==> src/rtl/time_set_ctrl.sv <==
// Time-set controller for a 24-hour BCD clock.
// Turns debounced Mode/Up/Down buttons into an edited HH:MM value with
// single-step and auto-repeat, then loads it into the clock with a one-cycle
// strobe. The field being edited blinks through BlinkMask.
module time_set_ctrl #(
  parameter int unsigned HOLD_CYCLES    = 50_000_000,
  parameter int unsigned REPEAT_CYCLES  = 10_000_000,
  parameter int unsigned BLINK_CYCLES   = 25_000_000,
  parameter int unsigned TIMEOUT_CYCLES = 1_000_000_000
) (
  input  logic       Clk_100M,
  input  logic       Reset,
  input  logic       BtnMode,
  input  logic       BtnUp,
  input  logic       BtnDown,
  input  logic [3:0] CurHoursTens,
  input  logic [3:0] CurHoursUnits,
  input  logic [3:0] CurMinutesTens,
  input  logic [3:0] CurMinutesUnits,
  output logic [3:0] SetHoursTens,
  output logic [3:0] SetHoursUnits,
  output logic [3:0] SetMinutesTens,
  output logic [3:0] SetMinutesUnits,
  output logic       Load,
  output logic       Editing,
  output logic [3:0] BlinkMask
);

  localparam logic [29:0] HOLD_L    = 30'(HOLD_CYCLES);
  localparam logic [29:0] REPEAT_L  = 30'(REPEAT_CYCLES);
  localparam logic [29:0] BLINK_L   = 30'(BLINK_CYCLES);
  localparam logic [29:0] TIMEOUT_L = 30'(TIMEOUT_CYCLES);

  typedef enum logic [1:0] {RUN, EDIT_HOURS, EDIT_MINUTES, COMMIT} state_t;

  state_t      state;
  logic        mode_prev, up_prev, down_prev;
  logic [29:0] hold_cnt, timeout_cnt, blink_cnt;
  logic        repeating, blink_off;

  logic        mode_rise, up_rise, down_rise, any_rise, in_edit;
  logic        held_up, held_down, held_one, held_rise, hold_hit;
  logic        step_up, step_down, timeout_hit, blink_wrap, blink_off_nxt;
  logic [29:0] hold_limit;

  // BCD hours 00-23, wrapping both ways.
  function automatic logic [7:0] hours_up(input logic [7:0] v);
    if (v == 8'h23)          return 8'h00;
    else if (v[3:0] == 4'd9) return {v[7:4] + 4'd1, 4'd0};
    else                     return {v[7:4], v[3:0] + 4'd1};
  endfunction

  function automatic logic [7:0] hours_down(input logic [7:0] v);
    if (v == 8'h00)          return 8'h23;
    else if (v[3:0] == 4'd0) return {v[7:4] - 4'd1, 4'd9};
    else                     return {v[7:4], v[3:0] - 4'd1};
  endfunction

  // BCD minutes 00-59, wrapping without touching hours.
  function automatic logic [7:0] minutes_up(input logic [7:0] v);
    if (v == 8'h59)          return 8'h00;
    else if (v[3:0] == 4'd9) return {v[7:4] + 4'd1, 4'd0};
    else                     return {v[7:4], v[3:0] + 4'd1};
  endfunction

  function automatic logic [7:0] minutes_down(input logic [7:0] v);
    if (v == 8'h00)          return 8'h59;
    else if (v[3:0] == 4'd0) return {v[7:4] - 4'd1, 4'd9};
    else                     return {v[7:4], v[3:0] - 4'd1};
  endfunction

  // Edge detection, step generation (rise or auto-repeat) and timer compares.
  always_comb begin
    mode_rise     = BtnMode & ~mode_prev;
    up_rise       = BtnUp & ~up_prev;
    down_rise     = BtnDown & ~down_prev;
    any_rise      = mode_rise | up_rise | down_rise;
    in_edit       = (state == EDIT_HOURS) || (state == EDIT_MINUTES);
    held_up       = BtnUp & ~BtnDown;
    held_down     = BtnDown & ~BtnUp;
    held_one      = held_up | held_down;
    held_rise     = (held_up & up_rise) | (held_down & down_rise);
    // The first auto step waits HOLD cycles after the press, later ones REPEAT.
    hold_limit    = repeating ? REPEAT_L : HOLD_L;
    hold_hit      = held_one & ~held_rise & ((hold_cnt + 30'd1) == hold_limit);
    step_up       = in_edit & held_up & (up_rise | hold_hit);
    step_down     = in_edit & held_down & (down_rise | hold_hit);
    timeout_hit   = in_edit & ((timeout_cnt + 30'd1) == TIMEOUT_L);
    blink_wrap    = (blink_cnt + 30'd1) == BLINK_L;
    blink_off_nxt = blink_off ^ blink_wrap;
  end

  // Edit FSM with button history, timers and registered outputs.
  always_ff @(posedge Clk_100M) begin
    if (!Reset) begin
      state           <= RUN;
      mode_prev       <= 1'b0;
      up_prev         <= 1'b0;
      down_prev       <= 1'b0;
      hold_cnt        <= '0;
      repeating       <= 1'b0;
      timeout_cnt     <= '0;
      blink_cnt       <= '0;
      blink_off       <= 1'b0;
      SetHoursTens    <= 4'd0;
      SetHoursUnits   <= 4'd0;
      SetMinutesTens  <= 4'd0;
      SetMinutesUnits <= 4'd0;
      Load            <= 1'b0;
      Editing         <= 1'b0;
      BlinkMask       <= 4'b0000;
    end else begin
      mode_prev <= BtnMode;
      up_prev   <= BtnUp;
      down_prev <= BtnDown;
      Load      <= 1'b0;

      // A fresh press restarts the hold delay; both or neither held clears it.
      if (in_edit && held_one && !held_rise && !hold_hit) hold_cnt <= hold_cnt + 30'd1;
      else                                                hold_cnt <= '0;
      if (in_edit && held_one && !held_rise) repeating <= repeating | hold_hit;
      else                                   repeating <= 1'b0;

      // Blink runs freely; entering an edit state restarts it in the "on" phase.
      blink_cnt <= blink_wrap ? '0 : blink_cnt + 30'd1;
      blink_off <= blink_off_nxt;

      case (state)
        RUN: begin
          Editing   <= 1'b0;
          BlinkMask <= 4'b0000;
          if (mode_rise) begin
            SetHoursTens    <= CurHoursTens;
            SetHoursUnits   <= CurHoursUnits;
            SetMinutesTens  <= CurMinutesTens;
            SetMinutesUnits <= CurMinutesUnits;
            state           <= EDIT_HOURS;
            Editing         <= 1'b1;
            timeout_cnt     <= '0;
            blink_cnt       <= '0;
            blink_off       <= 1'b0;
          end
        end
        EDIT_HOURS: begin
          if (mode_rise) begin
            state       <= EDIT_MINUTES;
            timeout_cnt <= '0;
            blink_cnt   <= '0;
            blink_off   <= 1'b0;
            BlinkMask   <= 4'b0000;
          end else if (timeout_hit) begin
            state     <= RUN;
            Editing   <= 1'b0;
            BlinkMask <= 4'b0000;
          end else begin
            if (step_up)
              {SetHoursTens, SetHoursUnits} <= hours_up({SetHoursTens, SetHoursUnits});
            else if (step_down)
              {SetHoursTens, SetHoursUnits} <= hours_down({SetHoursTens, SetHoursUnits});
            timeout_cnt <= (any_rise || step_up || step_down) ? '0 : timeout_cnt + 30'd1;
            BlinkMask   <= blink_off_nxt ? 4'b1100 : 4'b0000;
          end
        end
        EDIT_MINUTES: begin
          if (mode_rise) begin
            state     <= COMMIT;
            Load      <= 1'b1;
            BlinkMask <= 4'b0000;
          end else if (timeout_hit) begin
            state     <= RUN;
            Editing   <= 1'b0;
            BlinkMask <= 4'b0000;
          end else begin
            if (step_up)
              {SetMinutesTens, SetMinutesUnits} <= minutes_up({SetMinutesTens, SetMinutesUnits});
            else if (step_down)
              {SetMinutesTens, SetMinutesUnits} <= minutes_down({SetMinutesTens, SetMinutesUnits});
            timeout_cnt <= (any_rise || step_up || step_down) ? '0 : timeout_cnt + 30'd1;
            BlinkMask   <= blink_off_nxt ? 4'b0011 : 4'b0000;
          end
        end
        COMMIT: begin
          state     <= RUN;
          Editing   <= 1'b0;
          BlinkMask <= 4'b0000;
        end
        default: begin
          state     <= RUN;
          Editing   <= 1'b0;
          BlinkMask <= 4'b0000;
        end
      endcase
    end
  end

endmodule

==> config.mk <==
export PLATFORM = sky130hd
export DESIGN_NAME = time_set_ctrl
export DESIGN_NICKNAME = d
export VERILOG_FILES = /design/src/rtl/time_set_ctrl.sv
export SDC_FILE = /design/constraint.sdc
export NUM_CORES = 1
export LEC_CHECK = 0
export ABC_AREA = 1
export CELL_PAD_IN_SITES_DETAIL_PLACEMENT = 1
export CELL_PAD_IN_SITES_GLOBAL_PLACEMENT = 2
export CORE_ASPECT_RATIO = 1.5
export CORE_UTILIZATION = 33
export DETAILED_ROUTE_END_ITERATION = 10
export PLACE_DENSITY = 0.91
export SLEW_MARGIN = 20
export SYNTH_ARGS = -nofsm -noshare
export SYNTH_HDL_FRONTEND = slang
export SYNTH_SLANG_ARGS = --single-unit
export TNS_END_PERCENT = 5
==> constraint.sdc <==
create_clock -name Clk_100M -period 3.3 [get_ports Clk_100M]
set_input_delay 0.66 -clock Clk_100M [delete_from_list [all_inputs] [get_ports Clk_100M]]
set_output_delay 0.66 -clock Clk_100M [all_outputs]
set_load 0.005 [all_outputs]
======== After elaboration in Yosys (flattened, before gate mapping) ========
Cells that the tools add are included.
word-level totals
  output and inout bits ................... 22
  bits of input ports ..................... 21
  bits in writable memories ............... 0
  bits in registers ....................... 119
  memories kept ........................... 0
  latch bits .............................. 0
  ROM bits ................................ 0
cells by class
  multiplexer cells ....................... 60
  divide/modulo/power cells ............... 0
  shifts and indexed selects .............. 0
  multiply operators ...................... 0
  reductions and logical operators ........ 28
  equal/unequal tests ..................... 23
  bitwise operators ....................... 28
  $lt $le $gt $ge ......................... 0
  add/sub/neg operators ................... 11
operator list
  kind                                                   count
  2-to-1 mux 30 bit                                      8
  2-to-1 mux 4 bit                                       23
  adder 30 x 1 -> 30 bit, second input constant          3
  case mux 30 bit (3 select lines)                       1
  2-to-1 mux 8 bit                                       8
  case mux 4 bit (2 select lines)                        4
  equality test 30 x 25 -> 1 bit, second input constant  1
  equality test 30 x 26 -> 1 bit                         1
  equality test 30 bit, second input constant            1
  2-to-1 mux 26 bit                                      1
  adder 4 x 1 -> 4 bit, second input constant            4
  zero test 8 bit                                        2
  inequality test 4 x 2 -> 1 bit, second input constant  4
  subtractor 4 x 1 -> 4 bit, second input constant       4
  AND 1 bit                                              14
  2-to-1 mux 2 bit                                       7
  AND reduction 7 bit                                    2
  inequality test 2 bit, second input constant           6
  case mux 4 bit (3 select lines)                        1
  AND reduction 5 bit                                    2
  equality test 4 bit, second input constant             2
  equality test 8 x 6 -> 1 bit, second input constant    1
  equality test 8 x 7 -> 1 bit, second input constant    1
  zero test 4 bit                                        2
  19 further kinds                                       47

======== Longest topological paths before layout ========
Gate-level depths: netlist of run 1.
  depth in word-level cells ............... 15
  depth in mapped cells ................... 22

======== Least setup slack after synthesis of run 1 ========
Ideal clock, no wire load.
  kind .................................... reg2reg
  from .................................... register blink_cnt[0]
  to ...................................... register blink_cnt[16]
  period minus slack after synthesis ...... 2.535 ns
  buffers on the path ..................... 1
  stages on the path, launching flop included .. 17
  arrival ................................. 2.407 ns
  slack ................................... 0.765 ns
  required time ........................... 3.172 ns
  cell sequence ........................... dfxtp_1 -> ha_1 -> nand2_1 -> nor2_1 -> nand2_1 -> inv_1 -> nand3_1 -> nor2_1 -> nand2_1 -> nor3_1 -> xor2_1 -> or2_2 -> nor2_1 -> nand3_1 -> buf_2 -> o211ai_1 -> nor2_1
between the ends
  word-level cells in the longest chain between the ends .. 5
RTL lines
  item                            line      source
  start, declared                 38        logic [29:0] hold_cnt, timeout_cnt, blink_cnt;
  start signal, assigned          125       blink_cnt <= blink_wrap ? '0 : blink_cnt + 30'd1;
  adder 30 x 1 -> 30 bit (*)      89, 125
  equality test 30 x 25 -> 1 bit  89        blink_wrap = (blink_cnt + 30'd1) == BLINK_L;
  2-to-1 mux 30 bit (*)           125
  2-to-1 mux 30 bit               132, 145
  2-to-1 mux 30 bit (*)           -
Mark *: on every way between the ends. The rest lies on a longest branch, timed or not.
A chain may end at the register's enable or synchronous reset.

======== Worst setup path in the final report of run 1 ========
  from .................................... register hold_cnt[1]
  to ...................................... register timeout_cnt[12]
between the ends
  word-level cells in the longest chain between the ends .. 11
  elaborated cells between the ends (all ways) .. 14
  those cells by class .................... 1 x add/sub; 1 x eq/ne; 5 x mux; 5 x bitwise; 2 x reduce/logical
RTL lines
  item                                  line      source
  start, declared                       38
  start signal, assigned                119       if (in_edit && held_one && !held_rise && !hold_hit) hold_cnt <= hold_cnt + 30'd1;
  adder 30 x 1 -> 30 bit (*)            85        hold_hit = held_one & ~held_rise & ((hold_cnt + 30'd1) == hold_limit);
  equality test 30 x 26 -> 1 bit (*)    85
  AND 1 bit (*)                         85
  bitwise OR 1 bit                      86        step_up = in_edit & held_up & (up_rise | hold_hit);
  AND 1 bit                             86
  logical OR 1 bit                      160, 178
  logical OR 1 bit (*)                  160, 178
  2-to-1 mux 30 bit (*)                 160, 178
  2-to-1 mux 30 bit (*)                 151, 169
  2-to-1 mux 30 bit (on tied branches)  165, 145
  case mux 30 bit (3 select lines) (*)  128       case (state)
  end signal, assigned                  160       timeout_cnt <= (any_rise || step_up || step_down) ? '0 : timeout_cnt + 30'd1;
  end signal, assigned                  178       timeout_cnt <= (any_rise || step_up || step_down) ? '0 : timeout_cnt + 30'd1;
  end, declared                         38
Mark *: on every way between the ends. The rest lies on a longest branch, timed or not. The select of a mux whose other input is x is not followed.

==> metrics.csv, run 1 <==
stage;metric;value;unit
cells_and_area;fillers;3398;
cells_and_area;area grow syn2layout;16.39;%
power;Pleak;0.004049;uW
sta;headroom to the max-slew limit;0.5164;
clock_tree;CTS Sinks;117;
global_routing;pin count of the biggest net entering global routing;62;
worst_setup_path;R2R Setup Slk;0.31;ns
yosys;#FFs+latches synth;117;
die;row count;71;
sta;Hold Slack;0.4838;ns
yosys;Synth area leader;dfxtp_1;
worst_setup_path;CP endpoint kind;flip-flop;
yosys;ys async rst share;0;
cells_and_area;final core occ;0.3947;
clock_tree;deepest clock path buffer count;2;
clock_tree;post-CTS sizing;0;
cells_and_area;ant diodes;0;
sta;Max Fclk;0.3346;GHz
yosys;EDFF count, synth;0;
run_status;outcome;finished clean;
placed_design;GPL Wtd Cong;0.8446;
drt;Routed WL per cell;14.96;um
yosys;Netlist cell types;47;
yosys;Synth top area share;0.2728;
worst_setup_path;Req. time, crit path;3.65;ns
global_routing;total track usage;0.2096;
sta;setup tns final;0;ns
min_path;Hold Crit Class;flip-flop to flip-flop;
drt;antenna viol nets, final;0;
yosys;mapped cell area;0.008586;mm2
sta;Final Skew;0.008741;ns
yosys;Commonest cells post-synth;nand2_1, nor2_1, inv_1;
cells_and_area;nets;1489;
die;Die X;133.7;um
drt;DRT iter0 DRCs;262;
global_routing;GRT busiest layer;met2;
yosys;Avg Inst Size Synth;6.133;um2
min_path;Hold Startpoint;timeout_cnt[29]$_SDFFE_PN0P_;
clock_tree;CTS buffer count;17;
drt;DRT Pass-1 Iters;4;
cells_and_area;fin area;0.009993;mm2
die;die area;0.02668;mm2
worst_setup_path;CP max FO;28;
drt;DR vias/cell;4.989;
clock_tree;Worst-Skew Late Latency;0.43;ns
yosys;cells after synthesis;1400;
yosys;sequential element share of the synthesized area;0.2728;
clock_tree;CTS Hold Buffers Added;0;
yosys;Yosys warning count;0;
min_path;Hold Path End;timeout_cnt[29]$_SDFFE_PN0P_;
worst_setup_path;CP Data Arrival Time;3.34;ns
clock_tree;clk slew on worst S/H paths;0.06;ns
clock_tree;setup bufs post-CTS;0;
sta;Max Slew Vio Count;0;
placed_design;DP HPWL;20.66;mm
yosys;Synthesized Nets;1447;
drt;WL final;26.66;mm
sta;Final Setup Violations;0;
die;Ports;43;
clock_tree;CTS tree;yes;
global_routing;met2 Usage GRT;0.4208;
yosys;top cells by area, synth;dfxtp_1, nand2_1, nor2_1;
global_routing;vias in the first global route;9293;
run;max-cap violations;0;
die;Starting Density;0.3391;
global_routing;M3 GR Usage;0.02841;
worst_setup_path;reg2reg end;timeout_cnt[12]$_SDFFE_PN0P_;
global_routing;M1 GR Usage;0.2181;
sta;RSZ-0062 raised after global routing;true;
global_routing;initial antenna violation count;0;
power;VDD IR-drop max;365.8;uV
power;pwr/cell area;420.8;mW/mm2
die;Vert. Die Dim;199.6;um
min_path;hold depth;2;
drt;DR DRC count;0;
placed_design;Port Buf Inserts;42;
global_routing;first-pass GRT wire length;44.67;mm
global_routing;total grt overflow;0;
drt;Via Count;8891;
yosys;most common cell in the netlist;nand2_1;
sta;Final Hold Fails;0;
yosys;Synth Flop Type;dfxtp_1;
worst_setup_path;worst reg-to-reg path cell count;21;
sta;Period Utilization, post-route;0.9057;
worst_setup_path;critical path class;flip-flop to flip-flop;
sta;min Tclk post-route;2.989;ns
clock_tree;# H-tree levels;4;
placed_design;Placed Instance Area;0.009383;mm2
clock_tree;root buffer cell;clkbuf_16;
die;Core Area;0.02532;mm2
sta;Slew @ Worst Pin;0.7254;ns
worst_setup_path;startpoint class of the critical path;flip-flop;
cells_and_area;layout cells sized above 1;0.07084;
worst_setup_path;worst r2r src;hold_cnt[1]$_SDFF_PN0_;
[layout make-up]
type / count / area [um2] / area share
Clock buffer: 20 / 456.7 / 0.04570
Clock inverter: 11 / 128.9 / 0.01290
Inverter: 178 / 668.1 / 0.06686
Multi-Input combinational cell: 1067 / 5424 / 0.5428
Sequential cell: 117 / 2342 / 0.2344
Tap cell: 328 / 410.4 / 0.04107
Timing Repair Buffer: 61 / 563.0 / 0.05634
[registers in the layout, summed over array words and instances (netlist names), 2 cells and up]
| register | count |
|---|---|
| blink_cnt | 30 |
| hold_cnt | 30 |
| timeout_cnt | 30 |
| SetHoursTens | 4 |
| SetHoursUnits | 4 |
| SetMinutesTens | 4 |
| SetMinutesUnits | 4 |
| BlinkMask | 2 |
| state | 2 |
[worst max-delay path, cell delays in order, from the launching register on]
cell,delay [ns]
dfxtp_1,0.41
ha_2,0.25
inv_1,0.08
nor2_4,0.18
nand2_2,0.10
nor2_4,0.17
nand2_1,0.06
nand2_1,0.10
inv_2,0.05
nand2_1,0.06
nor2_1,0.04
nand2_1,0.08
nand2_2,0.08
nand4_4,0.14
nand2_8,0.10
nand2_8,0.17
nand2_8,0.10
nor2_8,0.34
inv_1,0.10
nor2_1,0.10
nand2_1,0.05
a21oi_1,0.12
[cells in the final DEF, fill, tap and decap left out, drive strengths merged, types with 22 or more instances in the layout]
master / n
a21oi: 65
clkdlybuf4s50: 42
dfxtp: 117
ha: 26
inv: 177
nand2: 439
nand3: 98
nand4: 45
nor2: 222
nor3: 34
o211ai: 22
xor2: 34
[kinds of logic after synthesis]
group,count (synthesis),synth area share
and+or+nand+nor,862,0.4486
buffers and inverters,216,0.09895
xor gates and xnor gates,53,0.05567
adders and majority gates,26,0.03789
AOI/OAI and AO/OA,126,0.08613
DFF,117,0.2728
[report_power, final]
group,leakage [uW],total [uW],internal [uW],switching [uW]
registers,0.000947,1540,1460,80.6
clock network,0.000270,1860,1150,713
logic,0.00283,804,308,496
[how the worst max path moves through the flow]
| stage | from | cells after the start | to |
|---|---|---|---|
| 6_report | hold_cnt[1]$_SDFF_PN0_ | 21 | timeout_cnt[12]$_SDFFE_PN0P_ |
| 5_1_grt | hold_cnt[1]$_SDFF_PN0_ | 21 | timeout_cnt[10]$_SDFFE_PN0P_ |
| 4_1_cts | hold_cnt[1]$_SDFF_PN0_ | 21 | timeout_cnt[12]$_SDFFE_PN0P_ |
| 3_5_place_dp | BtnDown | 14 | SetMinutesTens[3]$_SDFFE_PN0P_ |
| 3_3_place_gp | BtnDown | 14 | SetMinutesTens[1]$_SDFFE_PN0P_ |
| 2_1_floorplan | blink_cnt[0]$_SDFF_PN0_ | 16 | blink_cnt[16]$_SDFF_PN0_ |
[per-stage QoR]
stage | cells | worst slack (ns) | total power, uW
detailed placement | 1751 | 0.2098 | 2382
global route | 1782 | -0.004912 | 4418
floorplan | 1400 | 0.7653 | 2097
finish | 1782 | 0.3111 | 4205
global placement | 1751 | 0.3105 | 2368
CTS | 1782 | 0.2510 | 4271
[metal layers]
layer  routed length, um  up-vias
li1                    -     4523
met5                   0        -
met4                 555        0
met3                 492       36
met2               14620       95
met1               11000     4237
Note: power is estimated with default switching activity, not from simulation.
==> run 2: changes to the inputs <==
CORE_UTILIZATION = 30   (was 33)
PLACE_DENSITY = 0.88   (was 0.91)
clock period = 2.7 ns   (was 3.3 ns; I/O delays follow)
==> run 2 against run 1 <==
  * Sequential power is 23% higher
  * The flow now finishes with violations (negative setup slack)
  * Final cell count grew 10%
  * Routed wire length up 15%
  * Sequential share of layout area shrank 3.6 points
  * Largest cell class unchanged
==> metrics.csv, run 2 (same netlist as run 1, synthesis figures left out) <==
stage;metric;value;unit
run_status;outcome;complete, but fails checks;
run_status;failing checks;negative setup slack;
clock_tree;# H-tree levels;4;
sta;Hold Slack;0.4855;ns
power;VDD IR-drop max;519.0;uV
cells_and_area;Top Registers;blink_cnt: 30 flops, hold_cnt: 30 flops, timeout_cnt: 30 flops;
sta;Max Slew Vio Count;0;
placed_design;Port Buf Inserts;42;
sta;Final Hold Fails;0;
sta;RSZ-0062 raised after global routing;true;
worst_setup_path;startpoint class of the critical path;flip-flop;
clock_tree;CTS Sinks;117;
global_routing;total grt overflow;0;
die;die area;0.02931;mm2
placed_design;Placed Cells;1916;
cells_and_area;nets;1655;
sta;Final Setup Violations;36;
die;Starting Density;0.3060;
worst_setup_path;critical path class;flip-flop to flip-flop;
sta;Final Skew;0.01266;ns
global_routing;pin count of the biggest net entering global routing;62;
cells_and_area;fin cells;1966;
worst_setup_path;CP max FO;7;
drt;DR vias/cell;4.899;
die;row count;75;
sta;Period Utilization, post-route;1.035;
cells_and_area;area occupied by multi-input gates;0.005856;mm2
global_routing;vias in the first global route;10380;
clock_tree;clk slew on worst S/H paths;0.06;ns
die;Ports;43;
clock_tree;CTS tree;yes;
sta;headroom to the max-slew limit;0.6826;
sta;Max Fclk;0.3578;GHz
cells_and_area;commonest non-fill, non-tap cell in the layout;nand2_1;
cells_and_area;ant diodes;0;
cells_and_area;area grow syn2layout;38.39;%
sta;final setup margin;-0.09449;ns
run;max-cap violations;0;
drt;antenna viol nets, final;0;
die;Vert. Die Dim;209.2;um
cells_and_area;final core occ;0.4235;
global_routing;first-pass GRT wire length;50.60;mm
clock_tree;CTS buffer count;17;
worst_setup_path;Req. time, crit path;3.04;ns
drt;DRT Pass-1 Iters;6;
power;pwr/cell area;459.9;mW/mm2
sta;Slew @ Worst Pin;0.4717;ns
cells_and_area;most frequent cells in the layout;nand2_1, buf_4, nor2_1;
drt;DRT iter0 DRCs;233;
cells_and_area;FF/Latch Area;0.002361;mm2
drt;DR DRC count;0;
drt;Via Count;9631;
drt;WL final;30.79;mm
power;Pleak;0.005006;uW
clock_tree;root buffer cell;clkbuf_16;
sta;min Tclk post-route;2.794;ns
placed_design;GPL Wtd Cong;0.8472;
clock_tree;deepest clock path buffer count;2;
worst_setup_path;CP endpoint kind;flip-flop;
die;Die X;140.1;um
cells_and_area;layout cells sized above 1;0.2389;
worst_setup_path;CP Data Arrival Time;3.14;ns
placed_design;DP HPWL;22.57;mm
clock_tree;Worst-Skew Late Latency;0.45;ns
min_path;Hold Crit Class;flip-flop to flip-flop;
sta;setup tns final;-1.585;ns
die;Core Area;0.02806;mm2
global_routing;total track usage;0.2168;
drt;Routed WL per cell;15.66;um
global_routing;initial antenna violation count;0;
cells_and_area;fillers;3614;
-- run 2: cell types whose count changed in the layout (fill, tap and decap cells not counted), moves of 11 or more --
cell     before  now
a21oi_1      65   54
a21oi_2       0   11
buf_4        19  169
dfxtp_1     117  104
dfxtp_2       0   12
nand2_1     424  394
nand2_2       8   33
nor2_1      206  168
nor2_2        7   31
nor2_4        8   22
-- run 2: power breakdown --
group	internal (uW)	switching, uW	leakage [uW]
registers	1790	101	0.000954
logic	436	650	0.00375
clock network	1590	906	0.000297
-- run 2: worst paths after layout --
kind	from	end	slack (ns)	cells after the start
worst max-delay path	hold_cnt[1]$_SDFF_PN0_	SetHoursUnits[2]$_SDFFE_PN0P_	-0.09	20
worst min register to register	timeout_cnt[29]$_SDFFE_PN0P_	timeout_cnt[29]$_SDFFE_PN0P_	0.49	2
worst min-delay path	timeout_cnt[29]$_SDFFE_PN0P_	timeout_cnt[29]$_SDFFE_PN0P_	0.49	2
worst max register to register	hold_cnt[1]$_SDFF_PN0_	SetHoursUnits[2]$_SDFFE_PN0P_	-0.09	20
-- run 2: final cells by class --
class                   instances  area share
flip-flops and latches        117      0.1987
clock inverters                12     0.01495
well taps                     346     0.03644
inverters                     178     0.05644
clock buffers                  19     0.03812
multi-input cells            1067      0.4928
repair buffers                227      0.1625
-- run 2: per-layer routing --
metal / up-vias / GRT usage / share of wire
met2: 120 / 0.4252 / 0.55
li1: 4853 / - / -
met5: - / 0 / 0
met4: 0 / 0.08450 / 0.024
met1: 4611 / 0.2280 / 0.41
met3: 47 / 0.03116 / 0.019
-- run 2: timing repair --
action | in CTS | in global routing
hold buffers | 0 | 0
resized for setup | 71 | 88
pin swaps | 5 | 46
buffers inserted | 11 | 9
setup endpoints to repair | 66 | 66
-- run 2: stage by stage --
stage          area (um2)  setup WS (ns)  power, uW
5_1_grt             11880        -0.3173       5742
3_3_place_gp        10580        -0.1697       2951
6_report            11880       -0.09449       5464
2_1_floorplan        8586         0.1653       2563
3_5_place_dp        10580        -0.2754       2975
4_1_cts             11530       -0.06476       5500
-- run 2: worst max-delay path, cell delays in order (launching register included) --
cell	delay (ns)
dfxtp_2	0.36
buf_6	0.12
nand2_4	0.06
nor2_4	0.22
nand2_2	0.12
nand2_1	0.12
nand2_1	0.07
nor2_1	0.10
nand3_1	0.13
nor2_4	0.16
nand2_2	0.09
nor2_4	0.14
nand4_4	0.16
nand2_8	0.13
nand2_8	0.09
buf_6	0.16
buf_4	0.14
a21oi_2	0.10
a21oi_1	0.08
nor2_1	0.10
nor2_1	0.05
